$ cat src/rtl/uart_sram_tx_interface.sv
// Reads a block of 16-bit SRAM words and sends each one out of UART_TX_O as
// two 8N1 characters, high byte first.
module uart_sram_tx_interface #(
  parameter int CLKS_PER_BIT = 434,
  parameter int READ_LATENCY = 2
) (
  input  logic        Clock,
  input  logic        Reset,
  input  logic        Start,
  input  logic [17:0] Start_address,
  input  logic [17:0] Word_count,
  input  logic        Abort,
  output logic [17:0] SRAM_address,
  input  logic [15:0] SRAM_read_data,
  output logic        SRAM_we_n,
  output logic        UART_TX_O,
  output logic        Busy,
  output logic        Done
);

  // state   | meaning
  // IDLE    | waiting for Start; line high, SRAM_address held
  // READ    | SRAM_address valid for the current word
  // WAIT    | waiting out the SRAM read latency, then capture the word
  // START   | start bit (line low)
  // DATA    | eight data bits of the selected byte, LSB first
  // STOP    | stop bit (line high), then next byte, next word or finish
  typedef enum logic [2:0] {
    S_TX_IDLE,
    S_TX_READ,
    S_TX_WAIT,
    S_TX_START,
    S_TX_DATA,
    S_TX_STOP
  } tx_state_t;

  localparam int CNT_MAX = (CLKS_PER_BIT > READ_LATENCY) ? CLKS_PER_BIT : READ_LATENCY;
  localparam int CW      = (CNT_MAX > 1) ? $clog2(CNT_MAX) : 1;
  localparam logic [CW-1:0] BAUD_LAST = CW'(CLKS_PER_BIT - 1);
  localparam logic [CW-1:0] WAIT_LAST = CW'(READ_LATENCY - 1);
  localparam logic [CW-1:0] CNT_ONE   = CW'(1);

  tx_state_t   state, state_n;
  logic [CW-1:0] cnt, cnt_n;
  logic [2:0]  bit_idx, bit_n;
  logic        byte_sel, byte_sel_n;
  logic [15:0] word, word_n;
  logic [17:0] addr, addr_n;
  logic [17:0] remaining, rem_n;
  logic [17:0] sram_addr, sram_addr_n;
  logic        abort_q, abort_n;
  logic        zero_pend, zero_pend_n;
  logic        busy_q, busy_n;
  logic        done_q, done_n;
  logic        tx_q, tx_n;
  logic [7:0]  byte_n;

  always_ff @(posedge Clock) begin
    if (Reset) begin
      state     <= S_TX_IDLE;
      cnt       <= '0;
      bit_idx   <= '0;
      byte_sel  <= 1'b0;
      word      <= '0;
      addr      <= '0;
      remaining <= '0;
      sram_addr <= '0;
      abort_q   <= 1'b0;
      zero_pend <= 1'b0;
      busy_q    <= 1'b0;
      done_q    <= 1'b0;
      tx_q      <= 1'b1;
    end else begin
      state     <= state_n;
      cnt       <= cnt_n;
      bit_idx   <= bit_n;
      byte_sel  <= byte_sel_n;
      word      <= word_n;
      addr      <= addr_n;
      remaining <= rem_n;
      sram_addr <= sram_addr_n;
      abort_q   <= abort_n;
      zero_pend <= zero_pend_n;
      busy_q    <= busy_n;
      done_q    <= done_n;
      tx_q      <= tx_n;
    end
  end

  always_comb begin
    state_n     = state;
    cnt_n       = cnt;
    bit_n       = bit_idx;
    byte_sel_n  = byte_sel;
    word_n      = word;
    addr_n      = addr;
    rem_n       = remaining;
    sram_addr_n = sram_addr;
    busy_n      = busy_q;
    done_n      = 1'b0;
    zero_pend_n = 1'b0;
    abort_n     = abort_q | (busy_q & Abort);
    byte_n      = 8'h00;
    tx_n        = 1'b1;

    case (state)
      S_TX_IDLE: begin
        cnt_n = '0;
        // A zero-length dump still reports Busy for one cycle, then Done.
        if (zero_pend) begin
          done_n = 1'b1;
          busy_n = 1'b0;
        end else if (Start) begin
          addr_n = Start_address;
          rem_n  = Word_count;
          busy_n = 1'b1;
          if (Word_count == '0) begin
            zero_pend_n = 1'b1;
          end else begin
            state_n     = S_TX_READ;
            sram_addr_n = Start_address;
          end
        end
      end

      S_TX_READ: begin
        cnt_n   = '0;
        state_n = S_TX_WAIT;
      end

      S_TX_WAIT: begin
        if (cnt == WAIT_LAST) begin
          word_n     = SRAM_read_data;
          byte_sel_n = 1'b0;
          cnt_n      = '0;
          state_n    = S_TX_START;
        end else begin
          cnt_n = cnt + CNT_ONE;
        end
      end

      S_TX_START: begin
        if (cnt == BAUD_LAST) begin
          cnt_n   = '0;
          bit_n   = '0;
          state_n = S_TX_DATA;
        end else begin
          cnt_n = cnt + CNT_ONE;
        end
      end

      S_TX_DATA: begin
        if (cnt == BAUD_LAST) begin
          cnt_n = '0;
          if (bit_idx == 3'd7) begin
            state_n = S_TX_STOP;
          end else begin
            bit_n = bit_idx + 3'd1;
          end
        end else begin
          cnt_n = cnt + CNT_ONE;
        end
      end

      S_TX_STOP: begin
        if (cnt == BAUD_LAST) begin
          cnt_n = '0;
          if (abort_q | Abort) begin
            state_n = S_TX_IDLE;
            done_n  = 1'b1;
            busy_n  = 1'b0;
          end else if (!byte_sel) begin
            byte_sel_n = 1'b1;
            state_n    = S_TX_START;
          end else begin
            rem_n  = remaining - 18'd1;
            addr_n = addr + 18'd1;
            if (remaining == 18'd1) begin
              state_n = S_TX_IDLE;
              done_n  = 1'b1;
              busy_n  = 1'b0;
            end else begin
              state_n     = S_TX_READ;
              sram_addr_n = addr + 18'd1;
            end
          end
        end else begin
          cnt_n = cnt + CNT_ONE;
        end
      end

      default: begin
        state_n = S_TX_IDLE;
        cnt_n   = '0;
      end
    endcase

    if (done_n) abort_n = 1'b0;

    // Line level is registered from the next-state values so it never glitches.
    byte_n = byte_sel_n ? word_n[7:0] : word_n[15:8];
    if (state_n == S_TX_START) begin
      tx_n = 1'b0;
    end else if (state_n == S_TX_DATA) begin
      tx_n = byte_n[bit_n];
    end
  end

  assign SRAM_address = sram_addr;
  assign SRAM_we_n    = 1'b1;
  assign UART_TX_O    = tx_q;
  assign Busy         = busy_q;
  assign Done         = done_q;

endmodule

$ cat config.mk
export PLATFORM = sky130hd
export DESIGN_NAME = uart_sram_tx_interface
export DESIGN_NICKNAME = d
export VERILOG_FILES = /design/src/rtl/uart_sram_tx_interface.sv
export SDC_FILE = /design/constraint.sdc
export NUM_CORES = 1
export LEC_CHECK = 0
export ABC_AREA = 0
export CAP_MARGIN = 20
export CORE_UTILIZATION = 45
export CTS_BUF_LIST = sky130_fd_sc_hd__clkbuf_4 sky130_fd_sc_hd__clkbuf_8
export DETAILED_ROUTE_END_ITERATION = 8
export GPL_ROUTABILITY_DRIVEN = 0
export MAX_ROUTING_LAYER = met4
export PLACE_DENSITY = 0.8
export SLEW_MARGIN = 20
export SYNTH_ARGS = -nofsm -noshare
export SYNTH_HDL_FRONTEND = slang
export SYNTH_SLANG_ARGS = --single-unit
$ cat constraint.sdc
create_clock -name Clock -period 4.5 [get_ports Clock]
set_input_delay 0.675 -clock Clock [delete_from_list [all_inputs] [get_ports Clock]]
set_output_delay 0.675 -clock Clock [all_outputs]
set_load 0.02 [all_outputs]
[Word level (Yosys, flattened, before mapping)]
Index checks and enable logic that the tools add are counted.
Operators by class
  $add $sub $neg: 4
  multipliers: 0
  div/mod/pow operators: 0
  order comparisons: 1
  equal/unequal tests: 21
  shift operators: 0
  multiplexer cells: 64
  bitwise logic cells: 5
  reductions and logical operators: 9
Operator list (number)
  two-way mux 18 bit: 17
  case mux 18 bit (2 select lines): 3
  two-way mux 3 bit: 11
  two-way mux 16 bit: 2
  two-way mux 1 bit: 19
  adder 18 x 1 -> 18 bit, second input constant: 1
  equality test 18 x 1 -> 1 bit, second input constant: 1
  zero test 18 bit: 1
  two-way mux 9 bit: 2
  case mux 3 bit (6 select lines): 1
  case mux 9 bit (2 select lines): 1
  subtractor 18 x 1 -> 18 bit, second input constant: 1
  inequality test 2 bit, second input constant: 7
  equality test 3 bit, second input constant: 4
  adder 9 x 1 -> 9 bit, second input constant: 1
  equality test 3 x 2 -> 1 bit, second input constant: 3
  equality test 9 x 1 -> 1 bit, second input constant: 1
  equality test 9 bit, second input constant: 1
  inequality test 3 bit, second input constant: 3
  two-way mux 8 bit: 1
  AND reduction 8 bit: 1
  case mux 1 bit (2 select lines): 3
  case mux 3 bit (2 select lines): 1
  AND reduction 6 bit: 1
  14 further kinds: 17
Storage, ports and cells
  register bits: 91
  latch bits: 0
  RAM bits: 0
  ROM bits: 0
  input port bits: 56
  memories: 0

[Longest topological paths before layout]
Gate-level depths: netlist of run 1.
  depth in word-level cells: 9
  gate-level depth with buffers: 12

[Least setup slack after synthesis of run 1]
Ideal clock, no wire load.
  kind: input to register
  start point: input port Word_count[2]
  end point: register sram_addr[5] (netlist: SRAM_address[5])
  library setup time: 0.128 ns
  arrival: 2.370 ns
  slack: 2.003 ns
  stages: 7
  path through: or4_1 nor4_1 o2bb2a_1 o21ai_2 buf_2 mux2i_1 nor2_1
Between the ends
  longest elaborated chain between the ends: 3
Ends and longest elaborated chain
  from (decl): line 11  | input logic [17:0] Word_count,
  zero test 18 bit: line 117  | if (Word_count == '0) begin
  inequality test 2 bit (no line)
  AND reduction 8 bit (no line)
  to (signal assigned): line 81  | sram_addr <= sram_addr_n;
  to (decl): line 50  | logic [17:0] sram_addr, sram_addr_n;
Every way passes these cells.
A chain may end at the register's enable or synchronous reset.

[Worst setup path in the final report of run 1]
  start point: register state[0]
  end point: register tx_q (netlist: UART_TX_O)
Between the ends
  longest elaborated chain between the ends: 7
Ends and longest elaborated chain
  from (decl): line 43  | tx_state_t state, state_n;
  from (signal assigned): line 74  | state <= state_n;
  equality test 3 bit (tied with other cells): line 106  | case (state)
  case mux 1 bit (2 select lines) (tied with other cells): line 106
  two-way mux 8 bit or two-way mux 3 bit (tied branches): line 201, 110
  binary-select mux 1 bit (select 3 bit) or case mux 3 bit (6 select lines) (tied branches): line 205, 106
  two-way mux 1 bit (not written as such) or equality test 3 bit (tied branches): line 205, 204
  two-way mux 1 bit: line 204  | end else if (state_n == S_TX_DATA) begin
  two-way mux 1 bit (*): line 202  | if (state_n == S_TX_START) begin
  to (signal assigned): line 86  | tx_q <= tx_n;
  to (decl): line 55  | logic tx_q, tx_n;
Mark *: on every way between the ends. The rest lies on a longest branch, timed or not. The select of a mux whose other input is x is not followed.

==> impl_metrics.yaml, run 1 <==
outcome:
  run_status: "finished, final reports clean"
synthesis:
  ys_seq_area_share_pct: 38.3
  synth.largest_area_cell: "sky130_fd_sc_hd__dfxtp_1"
  synth-warning-count: 0
  async_reset_ff_share_pct: 0
  synth.top_cells.by_count: "sky130_fd_sc_hd__nand2_1 (110), sky130_fd_sc_hd__dfxtp_1 (91), sky130_fd_sc_hd__nor2_1 (76), sky130_fd_sc_hd__a21oi_1 (61), sky130_fd_sc_hd__o21ai_0 (29)"
  yosys_register_bits: 91
  post_synth.cell_area_avg_um2: 7.68
  most_frequent_cell_after_synthesis: "sky130_fd_sc_hd__nand2_1"
  synth_area_mm2: 0.00476
  netlist-cell-type-count: 69
  synth_cells: 619
  synth-main-ff-cell: "sky130_fd_sc_hd__dfxtp_1"
  synth_edf_count: 0
  synth_top_cells_by_area: "sky130_fd_sc_hd__dfxtp_1 (38%), sky130_fd_sc_hd__nand2_1 (8.7%), sky130_fd_sc_hd__a21oi_1 (6.4%)"
  synthesis.nets: 681
  netlist.area_leader.share_pct: 38.3
sta:
  slew_viol_final: 0
  finalCriticalPeriod_ns: 3.03
  timing.slew.headroom_pct: 48.5
  fmax_mhz: 330
  timing.final.hold_violations: 0
  final_worst_path_period_share_pct: 67.4
  grt_setup_unrepaired: "no"
  worst_slack_ns: 1.47
  worstMarginPinSlew_ns: 0.773
  setup_tns_ns: 0
  clock_tree_skew_after_final_layout_ns: 0.0171
  setup_violations: 0
power:
  power-per-cell-area_mw_per_mm2: 308
  p_total_mw: 1.78
  irDropWorstVdd_mv: 0.152
  p_leak_nw: 2.16
setup_path:
  cp-start-kind: "flip-flop"
  critPathMaxFanout: 39
  arrival_ns: 3.29
  worst_setup_path_end_kind: "flip-flop"
  worst_ep_required_time_ns: 4.75
  timing.setup.critical_path_class: "reg -> reg"
drt:
  remaining_drc_errors: 0
  drtPass1Iterations: 5
  drt-vias-per-instance: 5.51
  final_antenna_net_count: 0
  via_count: 4475
  postRouteWirelength_mm: 11.3
  post_drt_wl_per_cell_um: 14.0
  initialDrtViolationCount: 241
clock_tree:
  clock_latency_ns: 0.37
  clk_root_buffer_cell: "sky130_fd_sc_hd__clkbuf_8"
  tritoncts_clock_tree: "yes"
  post_cts_hold_buffer_count: 0
  cts.sinks: 91
  cts.path.max_buffers: 2
  cts_setup_buffers: 0
  cts-htree-levels: 3
  cts-buffers-inserted: 9
  ctsResizeCount: 0
  path_clk_slew_ns: 0.09
die:
  num_rows: 37
  io_pins: 78
  die-area_mm2: 0.0110
  fp.coreArea_mm2: 0.0103
  chipHeight_um: 105
  initial_core_util_pct: 46.3
  die_w_um: 105
grt:
  grt_pass1_wl_mm: 18.8
  grt_usage_pct: 21.4
  grt_max_degree: 53
  via_count_of_the_first_global_routing_pass: 4159
  grt_overflow: 0
  grt_antenna_before_repair: 0
layout:
  final_layout_size_suffix_gt1_share_pct: 5.33
  syn_to_final_growth_pct: 21.2
  antenna_diode_count: 0
  design.final.nets: 733
worst_hold_path:
  timing.hold.worst.class: "reg -> reg"
placement:
  dpl_worst_slack_ns: 1.26
  dp_wirelength_mm: 7.86
  portbufs: 76
job:
  cap_violations: 0
final cells by class:
cell class / count / area (um2)
Clock buffer: 11 / 145
Tap cell: 136 / 170
Timing Repair Buffer: 83 / 808
Fill cell: 979 / 4510
Clock inverter: 5 / 61.3
Multi-Input combinational cell: 479 / 2730
Inverter: 7 / 26.3
Sequential cell: 91 / 1820
worst paths after layout:
path | start | to | slack (ns) | cells after the start
max | state[0] | UART_TX_O | 1.47 | 8
min | word[8] | word[8] | 0.46 | 2
max reg2reg | state[0] | UART_TX_O | 1.47 | 8
min reg2reg | word[8] | word[8] | 0.46 | 2
critical path, cell delays in order (launching register included):
cell and delay, ns:
sky130_fd_sc_hd__dfxtp_1 0.62, sky130_fd_sc_hd__and3b_1 0.23, sky130_fd_sc_hd__buf_4 0.36, sky130_fd_sc_hd__a41oi_1 0.40, sky130_fd_sc_hd__mux2_4 0.40, sky130_fd_sc_hd__o2111a_1 0.23
sky130_fd_sc_hd__nor4b_1 0.36, sky130_fd_sc_hd__a21oi_1 0.08, sky130_fd_sc_hd__o22a_1 0.22
kinds of logic (layout without fill, tap and decap cells):
family / after synthesis / after routing / synth area share (%)
simple gates: 271 / 271 / 26.4
compound gates: 154 / 154 / 19.6
flops: 91 / 91 / 38.3
buf+inv: 49 / 106 / 4.58
mux: 24 / 24 / 5.18
xor+xnor: 23 / 23 / 4.24
fa+ha+maj: 6 / 6 / 1.58
other cells: 1 / 1 / 0.0789
power breakdown:
part	leakage, nW	internal [mW]	switching [mW]	total [mW]
clock	0.0956	0.280	0.297	0.577
combinational	1.32	0.145	0.164	0.309
sequential	0.743	0.848	0.0445	0.893
per-stage QoR:
stage	instance area [um2]	hold WS, ns	utilization (%)	cells
2_1_floorplan	4760	0.430	-	619
3_3_place_gp	5560	0.440	54.1	796
3_5_place_dp	5560	0.447	54.1	796
4_1_cts	5760	0.459	56.1	812
5_1_grt	5760	0.479	56.1	812
6_report	5760	0.459	56.1	812
per-layer routing:
layer | up-vias | share of wire, % | global-route usage (%)
met1 | 2069 | 47 | 26.7
met5 | - | 0 | -
met4 | 0 | 1.6 | 7.65
met3 | 14 | 4.1 | 3.24
met2 | 115 | 48 | 35.3
li1 | 2277 | - | -
state kept, by name (all words and copies together), names as in the netlist, 3 cells and up:
name	cells
state	3
cnt	9
SRAM_address	18
bit_idx	3
remaining	18
word	16
addr	18
cell usage in the layout, fill, tap and decap left out, drive strengths merged, types with 4 or more instances in the layout:
| cell type | n |
|---|---|
| nand4 | 5 |
| clkdlybuf4s50 | 75 |
| and3 | 8 |
| inv | 8 |
| nand3 | 19 |
| a22oi | 8 |
| a2111oi | 4 |
| a31oi | 4 |
| mux2i | 22 |
| nand3b | 6 |
| dfxtp | 91 |
| ha | 6 |
| xnor2 | 10 |
| clkbuf | 11 |
| nor2 | 76 |
| nor3 | 12 |
| a41oi | 4 |
| nor4 | 7 |
| nand2 | 110 |
| or4 | 4 |
| a21oi | 61 |
| xor2 | 13 |
| o21ai | 41 |
| nor2b | 4 |
| a211oi | 4 |
| buf | 8 |
Note: power is estimated with default switching activity, not from simulation.
==> run 2: changes to the inputs <==
clock period = 2.95 ns   (was 4.5 ns; I/O delays follow)
==> impl_metrics.yaml, run 2 (synthesis gave the netlist of run 1 again) <==
outcome:
  run_status: "finished, final reports clean"
drt:
  via_count: 4566
  drtPass1Iterations: 5
  postRouteWirelength_mm: 11.8
  remaining_drc_errors: 0
  initialDrtViolationCount: 286
  post_drt_wl_per_cell_um: 14.4
  final_antenna_net_count: 0
  drt-vias-per-instance: 5.56
layout:
  antenna_diode_count: 0
  final_common_cell: "sky130_fd_sc_hd__nand2_1"
  multi_input_area_mm2: 0.00273
  final-seq-area_mm2: 0.00182
  syn_to_final_growth_pct: 23.3
  utilization_pct: 57.1
  finish.instance_area_mm2: 0.00586
  most-common-layout-cells: "sky130_fd_sc_hd__nand2_1 (110), sky130_fd_sc_hd__dfxtp_1 (91), sky130_fd_sc_hd__nor2_1 (76), sky130_fd_sc_hd__clkdlybuf4s50_1 (75), sky130_fd_sc_hd__a21oi_1 (60)"
  final_layout_size_suffix_gt1_share_pct: 6.42
  fillers: 935
  design.final.nets: 742
worst_hold_path:
  whs_endpoint: "word[3]"
  min_path_cells: 2
  min-delay-start: "word[3]"
  timing.hold.worst.class: "reg -> reg"
job:
  cap_violations: 0
die:
  fp.coreArea_mm2: 0.0103
  num_rows: 37
  io_pins: 78
  initial_core_util_pct: 46.3
  die-area_mm2: 0.0110
  die_w_um: 105
  chipHeight_um: 105
setup_path:
  timing.setup.critical_path_class: "reg -> reg"
  timing.critical_path.from: "cnt[0]"
  arrival_ns: 2.98
  worst_ep_required_time_ns: 3.21
  cp-start-kind: "flip-flop"
  critPathMaxFanout: 19
  rrSetupSlack_ns: 0.23
  worst_setup_path_end_kind: "flip-flop"
  reg2reg_to: "UART_TX_O"
  timing.reg2reg.worst_path_depth: 8
  r2r_start: "cnt[0]"
clock_tree:
  clock_latency_ns: 0.37
  cts.sinks: 91
  cts-buffers-inserted: 9
  post_cts_hold_buffer_count: 0
  cts_setup_buffers: 0
  path_clk_slew_ns: 0.08
  clk_root_buffer_cell: "sky130_fd_sc_hd__clkbuf_8"
  ctsResizeCount: 0
  cts.path.max_buffers: 2
  tritoncts_clock_tree: "yes"
  cts-htree-levels: 3
placement:
  dp_wirelength_mm: 8.19
  portbufs: 76
  postPlaceCellArea_mm2: 0.00566
power:
  irDropWorstVdd_mv: 0.244
  p_leak_nw: 2.23
  power-per-cell-area_mw_per_mm2: 465
sta:
  clock_tree_skew_after_final_layout_ns: 0.0128
  grt_setup_unrepaired: "no"
  timing.final.hold_violations: 0
  final_worst_path_period_share_pct: 92.2
  timing.slew.headroom_pct: 52.9
  setup_violations: 0
  fmax_mhz: 368
  slew_viol_final: 0
  setup_tns_ns: 0
  finalCriticalPeriod_ns: 2.72
  worstMarginPinSlew_ns: 0.706
grt:
  grt_overflow: 0
  grt_pass1_wl_mm: 19.5
  via_count_of_the_first_global_routing_pass: 4268
  grt_max_degree: 53
  grt_usage_pct: 22.1
  grt_antenna_before_repair: 0
==> run 2: per-layer routing <==
metal  GRT usage, %  wire (um)
met5              -          0
met3           3.68        495
met2           36.3       5750
met4           6.64        114
met1           28.0       5490
==> run 2: cell type report <==
class / count / area share, %
Inverter: 7 / 0.448
Sequential cell: 91 / 31.1
Tap cell: 136 / 2.90
Clock buffer: 12 / 2.60
Timing Repair Buffer: 92 / 15.6
Clock inverter: 4 / 0.853
Multi-Input combinational cell: 479 / 46.6
==> run 2: worst max-delay path by stage <==
stage                           end  slack, ns  cells past startpoint
floorplan                 UART_TX_O       0.65                      9
global placement    SRAM_address[5]       0.21                      9
detailed placement  SRAM_address[4]       0.16                      8
CTS                       UART_TX_O       0.25                      8
global route              UART_TX_O       0.04                      8
finish                    UART_TX_O       0.23                      8
==> run 2: power breakdown <==
group | switching, mW | internal [mW]
Sequential | 0.0609 | 1.29
Combinational | 0.265 | 0.238
Clock | 0.439 | 0.433
Total | 0.765 | 1.96
==> run 2: per-stage QoR <==
step / setup slack [ns] / hold slack, ns / std cells / total power [mW]
global placement: 0.208 / 0.441 / 805 / 1.86
finish: 0.230 / 0.458 / 821 / 2.73
floorplan: 0.654 / 0.430 / 619 / 1.67
global route: 0.0400 / 0.488 / 821 / 2.86
detailed placement: 0.159 / 0.447 / 805 / 1.88
CTS: 0.250 / 0.459 / 821 / 2.74
==> run 2: critical path, cell delays in order, from the launching register on <==
cell                        delay (ns)
sky130_fd_sc_hd__dfxtp_1          0.39
sky130_fd_sc_hd__ha_1             0.19
sky130_fd_sc_hd__or4b_4           0.50
sky130_fd_sc_hd__or3_1            0.65
sky130_fd_sc_hd__nor2_1           0.17
sky130_fd_sc_hd__a2111oi_0        0.08
sky130_fd_sc_hd__nor4b_1          0.34
sky130_fd_sc_hd__a21oi_1          0.10
sky130_fd_sc_hd__o22a_1           0.22
==> run 3: changes to the inputs <==
CORE_UTILIZATION = 39   (was 45)
PLACE_DENSITY = 0.72   (was 0.8)
==> impl_metrics.yaml, run 3 (synthesis gave the netlist of run 1 again) <==
drt:
  remaining_drc_errors: 0
  final_antenna_net_count: 0
  via_count: 4534
  initialDrtViolationCount: 435
  post_drt_wl_per_cell_um: 14.2
  drt-vias-per-instance: 5.48
  drtPass1Iterations: 4
  postRouteWirelength_mm: 11.8
power:
  power.share.switching_pct: 28.3
  combPwrFrac_pct: 18.2
  clockPowerShare_pct: 31.7
  p_switching_uw: 768
  power-per-cell-area_mw_per_mm2: 462
  p_leak_nw: 2.22
  power_report.internal_total_mw: 1.94
  irDropWorstVdd_mv: 0.205
  seqPwrFrac_pct: 50.1
sta:
  slew_viol_final: 0
  setup_tns_ns: 0
  fmax_mhz: 384
  setup_violations: 0
  clock_tree_skew_after_final_layout_ns: 0.0225
  grt_setup_unrepaired: "no"
  timing.slew.headroom_pct: 56.6
  final_worst_path_period_share_pct: 88.3
  finalCriticalPeriod_ns: 2.60
  worstMarginPinSlew_ns: 0.645
  timing.final.hold_violations: 0
setup_path:
  critPathMaxFanout: 8
  max_stage_delay_ns: 0.37
  critPathSlowestCell: "sky130_fd_sc_hd__dfxtp_1"
  crit_chain: "inv_1 > ha_1 > nor4b_4 > buf_4 > a41oi_1 > buf_4 > mux2i_1 > a2111oi_0 > nor4b_1 > a21oi_1 > o22a_1"
  cp-start-kind: "flip-flop"
  worst_ep_required_time_ns: 3.19
  worst_setup_path_end_kind: "flip-flop"
  arrival_ns: 2.84
  timing.setup.critical_path_class: "reg -> reg"
  critical-path-top-cell-by-count: "sky130_fd_sc_hd__buf_4"
grt:
  grt_usage_pct: 19.4
  grt_max_degree: 61
  grt_pass1_wl_mm: 19.5
  grt_antenna_before_repair: 0
  grt_overflow: 0
  via_count_of_the_first_global_routing_pass: 4274
worst_hold_path:
  timing.hold.worst.class: "reg -> reg"
clock_tree:
  path_clk_slew_ns: 0.10
  cts-htree-levels: 3
  tritoncts_clock_tree: "yes"
  clk_root_buffer_cell: "sky130_fd_sc_hd__clkbuf_8"
  cts_setup_buffers: 0
  cts-buffers-inserted: 9
  post_cts_hold_buffer_count: 0
  cts.sinks: 91
  cts.path.max_buffers: 2
  clock_latency_ns: 0.36
die:
  chipHeight_um: 112
  initial_core_util_pct: 40.8
  fp.coreArea_mm2: 0.0117
  die_w_um: 112
  io_pins: 78
  die-area_mm2: 0.0126
  num_rows: 39
layout:
  syn_to_final_growth_pct: 23.3
  design.final.nets: 742
  multi_input_area_mm2: 0.00274
  antenna_diode_count: 0
  utilization_pct: 50.3
  final-seq-area_mm2: 0.00182
  fillers: 1123
  final_layout_size_suffix_gt1_share_pct: 6.57
  final_common_cell: "sky130_fd_sc_hd__nand2_1"
  most-common-layout-cells: "sky130_fd_sc_hd__nand2_1 (110), sky130_fd_sc_hd__dfxtp_1 (91), sky130_fd_sc_hd__nor2_1 (76), sky130_fd_sc_hd__clkdlybuf4s50_1 (75), sky130_fd_sc_hd__a21oi_1 (60)"
placement:
  dp_wirelength_mm: 8.21
  portbufs: 76
job:
  cap_violations: 0
outcome:
  run_status: "finished, final reports clean"
[run 3: changes by cell type in the layout (fill, tap and decap cells not counted), sizes merged]
cell,change
clkinvlp,+1
clkbuf,-1
clkinv,-1
inv,+1
[run 3: timing repair]
action,in CTS,in global routing
resized for setup,0,1
endpoints found under the setup margin,0,1
endpoints found under the hold margin,0,0
[run 3: cell type report]
class / count / area share, %
inverters: 7 / 0.448
well taps: 143 / 3.05
multi-input cells: 479 / 46.6
flip-flops and latches: 91 / 31.1
clock buffers: 11 / 2.37
clock inverters: 5 / 1.05
repair buffers: 92 / 15.4
[run 3: per-stage QoR]
stage	cell area [um2]	worst slack, ns	instances	power (mW)	hold WS (ns)
after global placement	5660	0.155	812	1.86	0.440
final	5860	0.346	828	2.71	0.459
after detailed placement	5660	0.120	812	1.87	0.449
after CTS	5860	0.237	828	2.74	0.461
after floorplan	4760	0.654	619	1.67	0.430
after global routing	5860	0.110	828	2.85	0.480
[run 3: worst max-delay path, delay by kind of cell, from the launching register on]
kind	cells	cell delay, ns
compound gates	4	0.79
fa+ha+maj	1	0.19
buf+inv	3	0.48
flops	1	0.37
mux	1	0.19
simple gates	2	0.45
[run 3: worst paths after layout]
check | start | to | slack (ns) | cells after the start
worst min register to register | word[9] | word[9] | 0.46 | 2
worst max register to register | cnt[1] | UART_TX_O | 0.35 | 11
worst max-delay path | cnt[1] | UART_TX_O | 0.35 | 11
worst min-delay path | word[9] | word[9] | 0.46 | 2
[run 3: per-layer routing]
layer | track usage [%] | wire length (um) | vias up | share of wire (%)
met5 | - | 0 | - | 0
met4 | 6.22 | 127 | 0 | 1.1
met3 | 3.67 | 489 | 11 | 4.2
met2 | 30.9 | 5590 | 100 | 48
met1 | 24.7 | 5540 | 2118 | 47
li1 | - | - | 2305 | -
[run 3: power by group through the flow]
stage	clock network [mW]	logic, mW	registers [mW]
global placement	0	0.482	1.38
detailed placement	0	0.490	1.38
CTS	0.886	0.494	1.36
finish	0.860	0.494	1.36
floorplan	0	0.275	1.39
global route	0.937	0.542	1.37
